<file path="config.mk">
export PLATFORM = sky130hd
export DESIGN_NAME = vga_timing_cfg_flat
export DESIGN_NICKNAME = d
export VERILOG_FILES = /design/src/rtl/vga_timing_pkg.sv /design/src/rtl/vga_timing_cfg_if.sv /design/src/rtl/vga_cfg_preset_rom.sv /design/src/rtl/vga_timing_cfg.sv /design/src/flat_wrapper.sv
export SDC_FILE = /design/constraint.sdc
export NUM_CORES = 1
export LEC_CHECK = 0
export ABC_AREA = 0
export CAP_MARGIN = 20
export CELL_PAD_IN_SITES_DETAIL_PLACEMENT = 0
export CELL_PAD_IN_SITES_GLOBAL_PLACEMENT = 1
export CORE_ASPECT_RATIO = 0.5
export CORE_MARGIN = 2
export CORE_UTILIZATION = 50
export CTS_BUF_LIST = sky130_fd_sc_hd__clkbuf_16
export CTS_CLUSTER_SIZE = 8
export DETAILED_ROUTE_END_ITERATION = 8
export GPL_ROUTABILITY_DRIVEN = 0
export HOLD_SLACK_MARGIN = 0.12
export PLACE_DENSITY_LB_ADDON = 0.1
export SLEW_MARGIN = 20
export SYNTH_ARGS = -nofsm -noshare
export SYNTH_HDL_FRONTEND = slang
export SYNTH_SLANG_ARGS = --single-unit
</file>
<file path="constraint.sdc">
create_clock -name Clk -period 14.05 [get_ports Clk]
set_clock_uncertainty 0.1 [all_clocks]
set_input_delay 1.405 -clock Clk [delete_from_list [all_inputs] [get_ports Clk]]
set_output_delay 1.405 -clock Clk [all_outputs]
set_load 0.02 [all_outputs]
</file>
<file path="src/rtl/vga_timing_pkg.sv">
// Shared constants for the VGA timing configuration block: register map,
// custom select code, preset 60 Hz timing table and FSM state encoding.
package vga_timing_pkg;

    // Register map
    localparam logic [15:0] ADDR_VGA_CONFIG    = 16'h0000;
    localparam logic [15:0] ADDR_STATUS        = 16'h0001;
    localparam logic [15:0] ADDR_SHADOW_BASE   = 16'h0008;
    localparam logic [15:0] ADDR_SHADOW_MASK   = 16'hFFF8;

    // Select code that picks the register-programmed custom timing
    localparam logic [15:0] CUSTOM_SEL_DEFAULT = 16'h00FF;

    // Shadow field offsets within the 0x08..0x0F window
    localparam logic [2:0] FLD_H_MAX   = 3'd0;
    localparam logic [2:0] FLD_V_MAX   = 3'd1;
    localparam logic [2:0] FLD_H_SYNC  = 3'd2;
    localparam logic [2:0] FLD_V_SYNC  = 3'd3;
    localparam logic [2:0] FLD_H_LEFT  = 3'd4;
    localparam logic [2:0] FLD_H_RIGHT = 3'd5;
    localparam logic [2:0] FLD_V_LEFT  = 3'd6;
    localparam logic [2:0] FLD_V_RIGHT = 3'd7;

    // Preset table: 640x480, 800x600, 1024x768, 1280x1024 at 60 Hz
    localparam logic [1:0]  PRESET_DEFAULT = 2'd0;
    localparam logic [10:0] PRESET_H_MAX   [0:3] = '{11'd799, 11'd1055, 11'd1343, 11'd1687};
    localparam logic [10:0] PRESET_V_MAX   [0:3] = '{11'd524, 11'd627,  11'd805,  11'd1065};
    localparam logic [7:0]  PRESET_H_SYNC  [0:3] = '{8'd96,   8'd128,   8'd136,   8'd112};
    localparam logic [7:0]  PRESET_V_SYNC  [0:3] = '{8'd2,    8'd4,     8'd6,     8'd3};
    localparam logic [7:0]  PRESET_H_LEFT  [0:3] = '{8'd48,   8'd88,    8'd160,   8'd248};
    localparam logic [7:0]  PRESET_H_RIGHT [0:3] = '{8'd16,   8'd40,    8'd24,    8'd48};
    localparam logic [7:0]  PRESET_V_LEFT  [0:3] = '{8'd33,   8'd23,    8'd29,    8'd38};
    localparam logic [7:0]  PRESET_V_RIGHT [0:3] = '{8'd10,   8'd1,     8'd3,     8'd1};

    // Configuration FSM states
    typedef enum logic [1:0] {
        ST_IDLE    = 2'd0,
        ST_PENDING = 2'd1,
        ST_APPLY   = 2'd2,
        ST_SETTLE  = 2'd3
    } cfg_state_e;

endpackage

</file>
<file path="src/rtl/vga_timing_cfg_if.sv">
// Configuration write bus: single-cycle write strobe with a ready handshake.
interface vga_timing_cfg_if #(
    parameter int CONFIG_WIDTH = 16
);
    logic                    Valid;
    logic [CONFIG_WIDTH-1:0] Addr;
    logic [CONFIG_WIDTH-1:0] Data;
    logic                    Ready;

    modport master (output Valid, output Addr, output Data, input Ready);
    modport slave  (input Valid, input Addr, input Data, output Ready);
endinterface

</file>
<file path="src/rtl/vga_cfg_preset_rom.sv">
// Combinational preset lookup: select code to the eight timing fields.
// Codes outside the populated table report Sel_valid low and return preset 0.
module vga_cfg_preset_rom
    import vga_timing_pkg::*;
#(
    parameter int CONFIG_WIDTH  = 16,
    parameter int NUM_PRESETS   = 4,
    parameter int PULSE_WIDTH   = 8,
    parameter int REZ_MAX_WIDTH = 11,
    parameter int MARGIN_WIDTH  = 8
) (
    input  logic [CONFIG_WIDTH-1:0]  Sel,
    output logic                     Sel_valid,
    output logic [REZ_MAX_WIDTH-1:0] H_count_max,
    output logic [REZ_MAX_WIDTH-1:0] V_count_max,
    output logic [PULSE_WIDTH-1:0]   H_sync_pulse,
    output logic [PULSE_WIDTH-1:0]   V_sync_pulse,
    output logic [MARGIN_WIDTH-1:0]  H_left_margin,
    output logic [MARGIN_WIDTH-1:0]  H_right_margin,
    output logic [MARGIN_WIDTH-1:0]  V_left_margin,
    output logic [MARGIN_WIDTH-1:0]  V_right_margin
);

    logic [1:0] idx_s;

    // Range-check the select code and read the matching table row
    always_comb begin
        idx_s     = PRESET_DEFAULT;
        Sel_valid = 1'b0;
        if (Sel < CONFIG_WIDTH'(NUM_PRESETS)) begin
            idx_s     = Sel[1:0];
            Sel_valid = 1'b1;
        end else begin
            idx_s     = PRESET_DEFAULT;
            Sel_valid = 1'b0;
        end
        H_count_max    = REZ_MAX_WIDTH'(PRESET_H_MAX[idx_s]);
        V_count_max    = REZ_MAX_WIDTH'(PRESET_V_MAX[idx_s]);
        H_sync_pulse   = PULSE_WIDTH'(PRESET_H_SYNC[idx_s]);
        V_sync_pulse   = PULSE_WIDTH'(PRESET_V_SYNC[idx_s]);
        H_left_margin  = MARGIN_WIDTH'(PRESET_H_LEFT[idx_s]);
        H_right_margin = MARGIN_WIDTH'(PRESET_H_RIGHT[idx_s]);
        V_left_margin  = MARGIN_WIDTH'(PRESET_V_LEFT[idx_s]);
        V_right_margin = MARGIN_WIDTH'(PRESET_V_RIGHT[idx_s]);
    end

endmodule

</file>
<file path="src/rtl/vga_timing_cfg.sv">
// VGA timing configuration: preset table plus programmable custom timing.
// Requests are validated when written and applied only on a frame boundary
// (or immediately while the counters are stopped), followed by a settle
// window during which the bus is held off.
module vga_timing_cfg
    import vga_timing_pkg::*;
#(
    parameter int                    CONFIG_WIDTH  = 16,
    parameter int                    NUM_PRESETS   = 4,
    parameter int                    PULSE_WIDTH   = 8,
    parameter int                    REZ_MAX_WIDTH = 11,
    parameter int                    MARGIN_WIDTH  = 8,
    parameter int                    SETTLE_CYCLES = 4,
    parameter logic [CONFIG_WIDTH-1:0] CUSTOM_SEL  = CONFIG_WIDTH'(CUSTOM_SEL_DEFAULT)
) (
    input  logic                     Clk,
    input  logic                     Rst,
    vga_timing_cfg_if.slave          bus,
    input  logic                     Frame_end,
    input  logic                     Timing_en,
    output logic                     Load_config,
    output logic                     Cfg_err,
    output logic [CONFIG_WIDTH-1:0]  Active_sel,
    output logic [PULSE_WIDTH-1:0]   H_sync_pulse,
    output logic [PULSE_WIDTH-1:0]   V_sync_pulse,
    output logic [REZ_MAX_WIDTH-1:0] H_count_max,
    output logic [REZ_MAX_WIDTH-1:0] V_count_max,
    output logic [MARGIN_WIDTH-1:0]  H_left_margin,
    output logic [MARGIN_WIDTH-1:0]  H_right_margin,
    output logic [MARGIN_WIDTH-1:0]  V_left_margin,
    output logic [MARGIN_WIDTH-1:0]  V_right_margin
);

    // Porch/sync sum is widened so even all-ones fields cannot wrap
    localparam int SUM_W = REZ_MAX_WIDTH + 32'sd2;
    localparam int CNT_W = (SETTLE_CYCLES > 32'sd1) ? $clog2(SETTLE_CYCLES) : 32'sd1;
    localparam logic [CNT_W-1:0] SETTLE_LAST = CNT_W'(SETTLE_CYCLES - 32'sd1);

    // True when sync + both porches + 1 fits inside the total count
    function automatic logic timing_fits(
        input logic [PULSE_WIDTH-1:0]   sync,
        input logic [MARGIN_WIDTH-1:0]  left,
        input logic [MARGIN_WIDTH-1:0]  right,
        input logic [REZ_MAX_WIDTH-1:0] cmax
    );
        logic [SUM_W-1:0] sum;
        sum = SUM_W'(sync) + SUM_W'(left) + SUM_W'(right) + SUM_W'(1'b1);
        return (sum <= SUM_W'(cmax));
    endfunction

    cfg_state_e              state_r;
    logic                    ready_r;
    logic                    load_r;
    logic                    cfg_err_r;
    logic [CNT_W-1:0]        settle_cnt_r;

    // Custom shadow fields (bus-written)
    logic [REZ_MAX_WIDTH-1:0] sh_h_max_r,  sh_v_max_r;
    logic [PULSE_WIDTH-1:0]   sh_h_sync_r, sh_v_sync_r;
    logic [MARGIN_WIDTH-1:0]  sh_h_left_r, sh_h_right_r, sh_v_left_r, sh_v_right_r;

    // Pending fields (captured at select time)
    logic [CONFIG_WIDTH-1:0]  pd_sel_r;
    logic [REZ_MAX_WIDTH-1:0] pd_h_max_r,  pd_v_max_r;
    logic [PULSE_WIDTH-1:0]   pd_h_sync_r, pd_v_sync_r;
    logic [MARGIN_WIDTH-1:0]  pd_h_left_r, pd_h_right_r, pd_v_left_r, pd_v_right_r;

    // Active fields (drive the counters)
    logic [CONFIG_WIDTH-1:0]  act_sel_r;
    logic [REZ_MAX_WIDTH-1:0] act_h_max_r,  act_v_max_r;
    logic [PULSE_WIDTH-1:0]   act_h_sync_r, act_v_sync_r;
    logic [MARGIN_WIDTH-1:0]  act_h_left_r, act_h_right_r, act_v_left_r, act_v_right_r;

    // Preset lookup results
    logic                     rom_valid_s;
    logic [REZ_MAX_WIDTH-1:0] rom_h_max_s,  rom_v_max_s;
    logic [PULSE_WIDTH-1:0]   rom_h_sync_s, rom_v_sync_s;
    logic [MARGIN_WIDTH-1:0]  rom_h_left_s, rom_h_right_s, rom_v_left_s, rom_v_right_s;

    // Candidate configuration for the code currently on the data bus
    logic                     cand_valid_s;
    logic [REZ_MAX_WIDTH-1:0] cand_h_max_s,  cand_v_max_s;
    logic [PULSE_WIDTH-1:0]   cand_h_sync_s, cand_v_sync_s;
    logic [MARGIN_WIDTH-1:0]  cand_h_left_s, cand_h_right_s, cand_v_left_s, cand_v_right_s;

    logic wr_s;
    logic is_cfg_s;
    logic is_status_s;
    logic is_shadow_s;
    logic custom_ok_s;

    assign wr_s        = bus.Valid & ready_r;
    assign is_cfg_s    = (bus.Addr == CONFIG_WIDTH'(ADDR_VGA_CONFIG));
    assign is_status_s = (bus.Addr == CONFIG_WIDTH'(ADDR_STATUS));
    assign is_shadow_s = ((bus.Addr & CONFIG_WIDTH'(ADDR_SHADOW_MASK)) == CONFIG_WIDTH'(ADDR_SHADOW_BASE));
    assign custom_ok_s = timing_fits(sh_h_sync_r, sh_h_left_r, sh_h_right_r, sh_h_max_r) &
                         timing_fits(sh_v_sync_r, sh_v_left_r, sh_v_right_r, sh_v_max_r);

    vga_cfg_preset_rom #(
        .CONFIG_WIDTH  (CONFIG_WIDTH),
        .NUM_PRESETS   (NUM_PRESETS),
        .PULSE_WIDTH   (PULSE_WIDTH),
        .REZ_MAX_WIDTH (REZ_MAX_WIDTH),
        .MARGIN_WIDTH  (MARGIN_WIDTH)
    ) u_preset_rom (
        .Sel            (bus.Data),
        .Sel_valid      (rom_valid_s),
        .H_count_max    (rom_h_max_s),
        .V_count_max    (rom_v_max_s),
        .H_sync_pulse   (rom_h_sync_s),
        .V_sync_pulse   (rom_v_sync_s),
        .H_left_margin  (rom_h_left_s),
        .H_right_margin (rom_h_right_s),
        .V_left_margin  (rom_v_left_s),
        .V_right_margin (rom_v_right_s)
    );

    // Pick preset or custom fields for the requested code and judge validity
    always_comb begin
        cand_valid_s   = 1'b0;
        cand_h_max_s   = rom_h_max_s;
        cand_v_max_s   = rom_v_max_s;
        cand_h_sync_s  = rom_h_sync_s;
        cand_v_sync_s  = rom_v_sync_s;
        cand_h_left_s  = rom_h_left_s;
        cand_h_right_s = rom_h_right_s;
        cand_v_left_s  = rom_v_left_s;
        cand_v_right_s = rom_v_right_s;
        if (rom_valid_s) begin
            cand_valid_s = 1'b1;
        end else if (bus.Data == CUSTOM_SEL) begin
            cand_valid_s   = custom_ok_s;
            cand_h_max_s   = sh_h_max_r;
            cand_v_max_s   = sh_v_max_r;
            cand_h_sync_s  = sh_h_sync_r;
            cand_v_sync_s  = sh_v_sync_r;
            cand_h_left_s  = sh_h_left_r;
            cand_h_right_s = sh_h_right_r;
            cand_v_left_s  = sh_v_left_r;
            cand_v_right_s = sh_v_right_r;
        end else begin
            cand_valid_s = 1'b0;
        end
    end

    // Custom shadow registers, written through the 0x08..0x0F window
    always_ff @(posedge Clk or negedge Rst) begin
        if (!Rst) begin
            sh_h_max_r   <= REZ_MAX_WIDTH'(PRESET_H_MAX[PRESET_DEFAULT]);
            sh_v_max_r   <= REZ_MAX_WIDTH'(PRESET_V_MAX[PRESET_DEFAULT]);
            sh_h_sync_r  <= PULSE_WIDTH'(PRESET_H_SYNC[PRESET_DEFAULT]);
            sh_v_sync_r  <= PULSE_WIDTH'(PRESET_V_SYNC[PRESET_DEFAULT]);
            sh_h_left_r  <= MARGIN_WIDTH'(PRESET_H_LEFT[PRESET_DEFAULT]);
            sh_h_right_r <= MARGIN_WIDTH'(PRESET_H_RIGHT[PRESET_DEFAULT]);
            sh_v_left_r  <= MARGIN_WIDTH'(PRESET_V_LEFT[PRESET_DEFAULT]);
            sh_v_right_r <= MARGIN_WIDTH'(PRESET_V_RIGHT[PRESET_DEFAULT]);
        end else if (wr_s && is_shadow_s) begin
            case (bus.Addr[2:0])
                FLD_H_MAX:   sh_h_max_r   <= bus.Data[REZ_MAX_WIDTH-1:0];
                FLD_V_MAX:   sh_v_max_r   <= bus.Data[REZ_MAX_WIDTH-1:0];
                FLD_H_SYNC:  sh_h_sync_r  <= bus.Data[PULSE_WIDTH-1:0];
                FLD_V_SYNC:  sh_v_sync_r  <= bus.Data[PULSE_WIDTH-1:0];
                FLD_H_LEFT:  sh_h_left_r  <= bus.Data[MARGIN_WIDTH-1:0];
                FLD_H_RIGHT: sh_h_right_r <= bus.Data[MARGIN_WIDTH-1:0];
                FLD_V_LEFT:  sh_v_left_r  <= bus.Data[MARGIN_WIDTH-1:0];
                FLD_V_RIGHT: sh_v_right_r <= bus.Data[MARGIN_WIDTH-1:0];
                default:     sh_h_max_r   <= sh_h_max_r;
            endcase
        end else begin
            sh_h_max_r <= sh_h_max_r;
        end
    end

    // Configuration FSM: accept/validate, wait for frame boundary, apply, settle
    always_ff @(posedge Clk or negedge Rst) begin
        if (!Rst) begin
            state_r       <= ST_APPLY;
            ready_r       <= 1'b0;
            load_r        <= 1'b1;
            cfg_err_r     <= 1'b0;
            settle_cnt_r  <= '0;
            pd_sel_r      <= '0;
            pd_h_max_r    <= REZ_MAX_WIDTH'(PRESET_H_MAX[PRESET_DEFAULT]);
            pd_v_max_r    <= REZ_MAX_WIDTH'(PRESET_V_MAX[PRESET_DEFAULT]);
            pd_h_sync_r   <= PULSE_WIDTH'(PRESET_H_SYNC[PRESET_DEFAULT]);
            pd_v_sync_r   <= PULSE_WIDTH'(PRESET_V_SYNC[PRESET_DEFAULT]);
            pd_h_left_r   <= MARGIN_WIDTH'(PRESET_H_LEFT[PRESET_DEFAULT]);
            pd_h_right_r  <= MARGIN_WIDTH'(PRESET_H_RIGHT[PRESET_DEFAULT]);
            pd_v_left_r   <= MARGIN_WIDTH'(PRESET_V_LEFT[PRESET_DEFAULT]);
            pd_v_right_r  <= MARGIN_WIDTH'(PRESET_V_RIGHT[PRESET_DEFAULT]);
            act_sel_r     <= '0;
            act_h_max_r   <= REZ_MAX_WIDTH'(PRESET_H_MAX[PRESET_DEFAULT]);
            act_v_max_r   <= REZ_MAX_WIDTH'(PRESET_V_MAX[PRESET_DEFAULT]);
            act_h_sync_r  <= PULSE_WIDTH'(PRESET_H_SYNC[PRESET_DEFAULT]);
            act_v_sync_r  <= PULSE_WIDTH'(PRESET_V_SYNC[PRESET_DEFAULT]);
            act_h_left_r  <= MARGIN_WIDTH'(PRESET_H_LEFT[PRESET_DEFAULT]);
            act_h_right_r <= MARGIN_WIDTH'(PRESET_H_RIGHT[PRESET_DEFAULT]);
            act_v_left_r  <= MARGIN_WIDTH'(PRESET_V_LEFT[PRESET_DEFAULT]);
            act_v_right_r <= MARGIN_WIDTH'(PRESET_V_RIGHT[PRESET_DEFAULT]);
        end else begin
            load_r <= 1'b0;
            case (state_r)
                ST_IDLE: begin
                    if (wr_s && is_cfg_s) begin
                        if (cand_valid_s) begin
                            pd_sel_r     <= bus.Data;
                            pd_h_max_r   <= cand_h_max_s;
                            pd_v_max_r   <= cand_v_max_s;
                            pd_h_sync_r  <= cand_h_sync_s;
                            pd_v_sync_r  <= cand_v_sync_s;
                            pd_h_left_r  <= cand_h_left_s;
                            pd_h_right_r <= cand_h_right_s;
                            pd_v_left_r  <= cand_v_left_s;
                            pd_v_right_r <= cand_v_right_s;
                            state_r      <= ST_PENDING;
                            ready_r      <= 1'b0;
                        end else begin
                            cfg_err_r <= 1'b1;
                        end
                    end else if (wr_s && is_status_s) begin
                        cfg_err_r <= 1'b0;
                    end else begin
                        state_r <= ST_IDLE;
                    end
                end
                ST_PENDING: begin
                    // Active fields switch on the edge entering APPLY
                    if (Frame_end || !Timing_en) begin
                        act_sel_r     <= pd_sel_r;
                        act_h_max_r   <= pd_h_max_r;
                        act_v_max_r   <= pd_v_max_r;
                        act_h_sync_r  <= pd_h_sync_r;
                        act_v_sync_r  <= pd_v_sync_r;
                        act_h_left_r  <= pd_h_left_r;
                        act_h_right_r <= pd_h_right_r;
                        act_v_left_r  <= pd_v_left_r;
                        act_v_right_r <= pd_v_right_r;
                        load_r        <= 1'b1;
                        state_r       <= ST_APPLY;
                    end else begin
                        state_r <= ST_PENDING;
                    end
                end
                ST_APPLY: begin
                    settle_cnt_r <= '0;
                    state_r      <= ST_SETTLE;
                end
                ST_SETTLE: begin
                    if (settle_cnt_r == SETTLE_LAST) begin
                        state_r <= ST_IDLE;
                        ready_r <= 1'b1;
                    end else begin
                        settle_cnt_r <= settle_cnt_r + CNT_W'(1'b1);
                    end
                end
                default: begin
                    state_r <= ST_IDLE;
                    ready_r <= 1'b1;
                end
            endcase
        end
    end

    assign bus.Ready      = ready_r;
    assign Load_config    = load_r;
    assign Cfg_err        = cfg_err_r;
    assign Active_sel     = act_sel_r;
    assign H_count_max    = act_h_max_r;
    assign V_count_max    = act_v_max_r;
    assign H_sync_pulse   = act_h_sync_r;
    assign V_sync_pulse   = act_v_sync_r;
    assign H_left_margin  = act_h_left_r;
    assign H_right_margin = act_h_right_r;
    assign V_left_margin  = act_v_left_r;
    assign V_right_margin = act_v_right_r;

endmodule
</file>
<file path="src/flat_wrapper.sv">
// flat-port wrapper written by rule: the top's interface ports become plain ports
module vga_timing_cfg_flat import vga_timing_pkg::*;
#(
    parameter int                    CONFIG_WIDTH  = 16,
    parameter int                    NUM_PRESETS   = 4,
    parameter int                    PULSE_WIDTH   = 8,
    parameter int                    REZ_MAX_WIDTH = 11,
    parameter int                    MARGIN_WIDTH  = 8,
    parameter int                    SETTLE_CYCLES = 4,
    parameter logic [CONFIG_WIDTH-1:0] CUSTOM_SEL  = CONFIG_WIDTH'(CUSTOM_SEL_DEFAULT)
)
  (Clk, Rst, Frame_end, Timing_en, Load_config, Cfg_err, Active_sel, H_sync_pulse, V_sync_pulse, H_count_max, V_count_max, H_left_margin, H_right_margin, V_left_margin, V_right_margin, bus_Valid, bus_Addr, bus_Data, bus_Ready);
  vga_timing_cfg_if #(.CONFIG_WIDTH(CONFIG_WIDTH)) bus_i ();
  input  logic Clk;
  input  logic Rst;
  input  logic Frame_end;
  input  logic Timing_en;
  output logic Load_config;
  output logic Cfg_err;
  output logic [CONFIG_WIDTH-1:0] Active_sel;
  output logic [PULSE_WIDTH-1:0] H_sync_pulse;
  output logic [PULSE_WIDTH-1:0] V_sync_pulse;
  output logic [REZ_MAX_WIDTH-1:0] H_count_max;
  output logic [REZ_MAX_WIDTH-1:0] V_count_max;
  output logic [MARGIN_WIDTH-1:0] H_left_margin;
  output logic [MARGIN_WIDTH-1:0] H_right_margin;
  output logic [MARGIN_WIDTH-1:0] V_left_margin;
  output logic [MARGIN_WIDTH-1:0] V_right_margin;
  input wire logic [$bits(bus_i.Valid)-1:0] bus_Valid;
  input wire logic [$bits(bus_i.Addr)-1:0] bus_Addr;
  input wire logic [$bits(bus_i.Data)-1:0] bus_Data;
  output wire logic [$bits(bus_i.Ready)-1:0] bus_Ready;
  assign bus_i.Valid = bus_Valid;
  assign bus_i.Addr = bus_Addr;
  assign bus_i.Data = bus_Data;
  assign bus_Ready = bus_i.Ready;
  vga_timing_cfg #(.CONFIG_WIDTH(CONFIG_WIDTH), .NUM_PRESETS(NUM_PRESETS), .PULSE_WIDTH(PULSE_WIDTH), .REZ_MAX_WIDTH(REZ_MAX_WIDTH), .MARGIN_WIDTH(MARGIN_WIDTH), .SETTLE_CYCLES(SETTLE_CYCLES), .CUSTOM_SEL(CUSTOM_SEL)) u_core (.Clk(Clk), .Rst(Rst), .bus(bus_i), .Frame_end(Frame_end), .Timing_en(Timing_en), .Load_config(Load_config), .Cfg_err(Cfg_err), .Active_sel(Active_sel), .H_sync_pulse(H_sync_pulse), .V_sync_pulse(V_sync_pulse), .H_count_max(H_count_max), .V_count_max(V_count_max), .H_left_margin(H_left_margin), .H_right_margin(H_right_margin), .V_left_margin(V_left_margin), .V_right_margin(V_right_margin));
endmodule
</file>
==> run summary, run 1 <==
Arr. time, crit path: 6.83 ns
crit-path cells: ha_1 -> inv_1 -> fa_1 -> nor2b_1 -> o21ai_0 -> a21boi_0 -> o21ai_0 -> nor2b_1 -> xnor2_1 -> ha_1 -> nand3_1 -> nand2_1 -> a31o_2 -> xor2_1 -> ha_1 -> nand2_1 -> nor4_1 -> o41ai_1 -> or4b_1 -> a211oi_4 -> buf_4 -> a22o_1
hpwl dp: 19700 um
ys flop type: dfrtp_1
Avg Synthesized Cell Area: 12.4 um2
Worst-path clk slew: 0.05 ns
Clock Tree Buf Depth: 3
total die area: 0.0245 mm2
final hold vios: 0
Least-Margin Pin Slew: 1.08 ns
Placed Cells incl. Taps: 1338
period utilisation layout: 46.2%
core region area: 0.0228 mm2
most frequent CP cell: ha_1
status: finished clean
Cell variety after synth: 63
DR vias: 7908
min Tclk post-route: 6.50 ns
via/cell ratio: 5.63
final-report setup violation count: 0
RSZ-0062 raised after global routing: false
DRC: 0
Syn. warnings: 0
Synth Instances: 936
final wirelength: 28500 um
CP max FO: 21
CTS sink cnt: 249
vias in the first global route: 8205
post-synthesis sequential area ratio: 54.4%
startpoint types: register
worst reg-to-reg path cell count: 22
total track usage: 24.3%
Clock Latency Late Sink: 0.52 ns
row cnt: 39
postcts setup bufs: 0
CTS Buf Count: 37
Ant. Diodes: 0
leak pwr: 0.00670 uW
cell area power density: 117 mW/mm2
first-pass GRT wire length: 45700 um
Die W: 219 um
final-stage net count: 1176
Max Fclk: 154 MHz
starting density of the core: 50.9%
number of synthesized register bits: 249
most frequent cells in the layout: dfrtp_1 (187), mux2_2 (143), clkdlybuf4s50_1 (124), inv_1 (80), nand2_1 (71)
crit-path max cell delay: 0.87 ns
critical path depth in cells: 22
Area growth syn-to-layout: 23.3%
H-tree depth: 2
Req. time, crit path: 14.38 ns
Slew Viols, Final: 0
commonest non-fill, non-tap cell in the layout: dfrtp_1
PortBufs: 125
crit-path leading delay family: simple AND/OR/NAND/NOR gates
Critical Path End Type: register
GR Overflow Total: 0
Hold Slack: 0.378 ns
Final ANT Viol Nets: 0
critical path buffer and inverter count: 2
Post-synth EDFFs: 0
Max Cap Viol: 0
die height: 112 um
top-level I/O count: 126
Tot Pwr: 1670 uW
Max transition margin: 27.8%
Synth async-reset ratio: 100%
WL/cell: 20.3 um
Hold Path Depth: 1
initial antenna violation count: 0
DRT Pass-1 Iters: 5
share of layout cells above drive strength 1: 24.9%
Worst VDD drop: 0.0000859 V
crit path kind: reg -> reg
largest net degree at the start of global routing: 107
CTS tree: yes
TNS Setup: 0 ns
initial detailed-routing violation count: 496
setup ws final: 7.55 ns
cts repair resizes: 0
Hold WC Path Type: reg -> reg
slowest cell on the critical path: or4b_1
Layout Cells excl Fill: 1405
Post-Synthesis Cell Area: 0.0116 mm2
# hold bufs at CTS: 0
Setup WS pre-CTS: 7.70 ns
Root Buffer: clkbuf_16
Net Count, Synth: 1042
[stage by stage]
step	area (um2)	utilization, %
after global routing	14300	62.8
after CTS	14300	62.8
final	14300	62.8
after floorplan	11600	-
after detailed placement	13200	58.0
after global placement	13200	58.0
[sequential cells by signal, summed over array words and instances, names as in the netlist, 11 cells and up, named ones only]
name / count
u_core.Active_sel: 16
u_core.sh_v_max_r: 11
u_core.sh_h_max_r: 11
u_core.pd_v_max_r: 11
u_core.pd_h_max_r: 11
u_core.pd_sel_r: 16
u_core.V_count_max: 11
u_core.H_count_max: 11
[path summary, 6_finish.rpt]
kind	slack [ns]	end	start
setup / recovery	7.55	u_core.pd_h_right_r[2]$_DFFE_PN0P_	u_core.sh_v_left_r[0]$_DFFE_PN1P_
min in group asynchronous	0.83	u_core.Active_sel[13]$_DFFE_PN0P_	Rst
max in group asynchronous	11.00	u_core.H_right_margin[0]$_DFFE_PN0P_	Rst
hold / removal	0.38	u_core.pd_sel_r[14]$_DFFE_PN0P_	u_core.pd_sel_r[14]$_DFFE_PN0P_
hold reg to reg	0.38	u_core.pd_sel_r[14]$_DFFE_PN0P_	u_core.pd_sel_r[14]$_DFFE_PN0P_
setup reg to reg	7.55	u_core.pd_h_right_r[2]$_DFFE_PN0P_	u_core.sh_v_left_r[0]$_DFFE_PN1P_
[power breakdown]
part	switching [uW]	internal (uW)	total [uW]
registers	9.44	729	738
clock network	312	495	807
logic	71.4	50.8	122
[cell usage after synthesis (2+ instances only)]
master     instances  area, um2
dfrtp_1          187       4680
o21ai_0           25        125
or2_2              2       12.5
clkbuf_1          29        109
nor2b_1            9       56.3
nor3b_1            3       22.5
fa_1               4       80.1
nand2_1           71        267
or3_1              3       18.8
nor4b_1            2       17.5
inv_1             54        203
a31oi_1            2       12.5
buf_1              3       11.3
nor3_1             7       35.0
xnor2_1           18        158
a21oi_1           23        115
clkbuf_2           2       10.0
nand3_1           10       50.1
a211oi_1           6       45.0
buf_4              2       15.0
a2bb2oi_1         36        315
o21a_1             8       60.1
a32oi_1            4       35.0
buf_2              6       30.0
mux2_2           143       1610
and2_1             8       50.1
a211oi_2           2       25.0
a21boi_0           9       67.6
mux2i_1            7       70.1
a22o_1            32        280
nor4_1             5       31.3
and3_1             3       18.8
a21o_1             6       45.0
nand2b_1           4       25.0
nand3b_1           3       22.5
nand4_1            3       18.8
dfstp_2           62       1630
or4_4              2       22.5
xor2_1             2       17.5
ha_1              65        813
a221oi_1           4       35.0
nor2_1            38        143
o22ai_1            2       12.5
[cell families (layout without fill, tap and decap cells)]
group | count (synthesis) | in the layout | share of synthesized area, %
flops | 249 | 249 | 54.4
simple gates | 179 | 179 | 7.49
compound gates | 173 | 173 | 11.2
mux | 150 | 150 | 14.5
buf+inv | 96 | 258 | 3.26
fa+ha+maj | 69 | 69 | 7.70
xor+xnor | 20 | 20 | 1.51
[metal layers]
layer / vias to the layer above / track usage, % / routed length (um)
met2: 168 / 36.2 / 12700
li1: 3637 / - / -
met4: 0 / 5.23 / 338
met1: 4074 / 35.7 / 13900
met3: 29 / 6.39 / 1570
met5: - / 0 / 0
[cell type report]
| cell class | instances | area [um2] |
|---|---|---|
| Clock buffer | 39 | 976 |
| Clock inverter | 28 | 115 |
| Fill cell | 1804 | 8480 |
| Inverter | 54 | 203 |
| Sequential cell | 249 | 6310 |
| Timing Repair Buffer | 137 | 1350 |
| Tap cell | 307 | 384 |
| Multi-Input combinational cell | 591 | 4970 |
(Power assumes the default switching activity.)
==> run 2: changes to the inputs <==
--- a/config.mk
+++ b/config.mk
@@ -11,7 +11,7 @@
 export CELL_PAD_IN_SITES_GLOBAL_PLACEMENT = 1
 export CORE_ASPECT_RATIO = 0.5
 export CORE_MARGIN = 2
-export CORE_UTILIZATION = 50
+export CORE_UTILIZATION = 46
 export CTS_BUF_LIST = sky130_fd_sc_hd__clkbuf_16
 export CTS_CLUSTER_SIZE = 8
 export DETAILED_ROUTE_END_ITERATION = 8
==> constraint.sdc (replaced) <==
create_clock -name Clk -period 6.55 [get_ports Clk]
set_clock_uncertainty 0.1 [all_clocks]
set_input_delay 0.655 -clock Clk [delete_from_list [all_inputs] [get_ports Clk]]
set_output_delay 0.655 -clock Clk [all_outputs]
set_load 0.02 [all_outputs]
==> run 2 against run 1 <==
Net effect:
- register-to-register slack lost 7.0 ns
- critical path depth is the same
- via count shrank 1.3%
- global-route usage shrank 2.0 points
- sequential cell count is the same
- critical path type unchanged
- largest cell class unchanged
- highest routed layer unchanged
==> run summary, run 2 (synthesized netlist as in run 1, its figures left out) <==
row cnt: 41
WL/cell: 19.8 um
final hold vios: 0
Req. time, crit path: 6.89 ns
DRC: 0
Clock Latency Late Sink: 0.52 ns
crit path kind: reg -> reg
DR vias: 7802
R2R Setup Slk: 0.54 ns
startpoint types: register
most frequent cells in the layout: dfrtp_1 (187), mux2_2 (143), clkdlybuf4s50_1 (124), inv_1 (80), nand2_1 (71)
Die W: 229 um
top-level I/O count: 126
Least-Margin Pin Slew: 1.01 ns
total track usage: 22.3%
GR Overflow Total: 0
# hold bufs at CTS: 0
hpwl dp: 19900 um
PortBufs: 125
DRT Pass-1 Iters: 5
first-pass GRT wire length: 45800 um
min Tclk post-route: 6.01 ns
Clock Tree Buf Depth: 3
RSZ-0062 raised after global routing: false
share of layout cells above drive strength 1: 25.4%
Arr. time, crit path: 6.34 ns
Placed Cells incl. Taps: 1382
largest net degree at the start of global routing: 112
via/cell ratio: 5.38
final wirelength: 28700 um
Max Cap Viol: 0
total die area: 0.0266 mm2
Max transition margin: 32.2%
TNS Setup: 0 ns
starting density of the core: 46.5%
Worst-path clk slew: 0.05 ns
cts repair resizes: 0
initial antenna violation count: 0
final-report setup violation count: 0
Final ANT Viol Nets: 0
leak pwr: 0.00674 uW
Worst VDD drop: 0.000163 V
period utilisation layout: 91.7%
Max Fclk: 166 MHz
Layout Cells excl Fill: 1450
vias in the first global route: 7980
CTS tree: yes
H-tree depth: 2
die height: 116 um
Root Buffer: clkbuf_16
Ant. Diodes: 0
CTS sink cnt: 249
Hold WC Path Type: in -> async
initial detailed-routing violation count: 464
final-stage net count: 1184
Slew Viols, Final: 0
core region area: 0.0250 mm2
commonest non-fill, non-tap cell in the layout: dfrtp_1
CTS Buf Count: 37
cell area power density: 248 mW/mm2
Area growth syn-to-layout: 24.1%
Critical Path End Type: register
postcts setup bufs: 0
status: finished clean
CP max FO: 19
## run 2: changes by cell type in the layout (fill, tap and decap cells not counted)
cell       previous run  this run
o21ai_4               1         0
buf_6                 1         0
clkinv_8              0         2
buf_12                0         1
o21ai_2               0         1
buf_4                11        19
clkbuf_16            39        37
## run 2: power breakdown
part           total (uW)  switching [uW]  internal [uW]
Combinational         270             155            115
Sequential           1580            21.4           1560
Clock                1710             690           1020
Total                3570             866           2700
## run 2: area by class of cell
class                           count  area [um2]
Clock buffer                       37         926
Clock inverter                     30         148
Fill cell                        2122       10600
Inverter                           54         203
Multi-Input combinational cell    591        4970
Sequential cell                   249        6310
Tap cell                          344         430
Timing Repair Buffer              145        1420
## run 2: path summary, 6_finish.rpt
path / from / endpoint / cells past startpoint
worst min-delay path: Rst / u_core.pd_sel_r[12]$_DFFE_PN0P_ / 1
worst max-delay path: u_core.sh_v_left_r[0]$_DFFE_PN1P_ / u_core.pd_h_left_r[7]$_DFFE_PN0P_ / 22
min in group Clk: u_core.pd_sel_r[11]$_DFFE_PN0P_ / u_core.pd_sel_r[11]$_DFFE_PN0P_ / 1
max in group asynchronous: Rst / u_core.H_left_margin[1]$_DFFE_PN0P_ / 2
worst max register to register: u_core.sh_v_left_r[0]$_DFFE_PN1P_ / u_core.pd_h_left_r[7]$_DFFE_PN0P_ / 22
worst min register to register: u_core.pd_sel_r[11]$_DFFE_PN0P_ / u_core.pd_sel_r[11]$_DFFE_PN0P_ / 1
## run 2: through the flow
stage / worst slack [ns] / util (%) / instance area [um2] / hold slack, ns / total power [uW]
2_1_floorplan: 1.62 / - / 11600 / 0.259 / 1760
3_3_place_gp: 0.695 / 53.3 / 13300 / 0.363 / 1870
3_5_place_dp: 0.600 / 53.3 / 13300 / 0.365 / 1880
4_1_cts: 0.594 / 57.6 / 14400 / 0.147 / 3610
5_1_grt: 0.0955 / 57.6 / 14400 / 0.159 / 3720
6_report: 0.542 / 57.6 / 14400 / 0.0975 / 3570
## run 2: routing by layer
metal	wire (um)	part of all wire [%]	track usage (%)
met5	0	0	0
met4	423	1.5	5.01
met3	1230	4.3	4.35
met2	12500	43	34.3
met1	14600	51	32.9
## run 2: worst max-delay path, stage by stage (launching register included)
cell	delay (ns)
dfstp_2	0.54
ha_1	0.16
inv_1	0.05
fa_1	0.39
nor2b_1	0.12
o21ai_0	0.10
a21boi_0	0.24
o21ai_0	0.14
nor2b_1	0.15
xnor2_1	0.20
ha_1	0.31
nand3_1	0.10
nand2_1	0.05
a31o_2	0.21
xor2_1	0.14
ha_1	0.30
nand2_1	0.09
nor4_1	0.39
o41ai_1	0.11
or4b_1	0.86
a21oi_1	0.68
buf_4	0.30
a2bb2oi_1	0.17
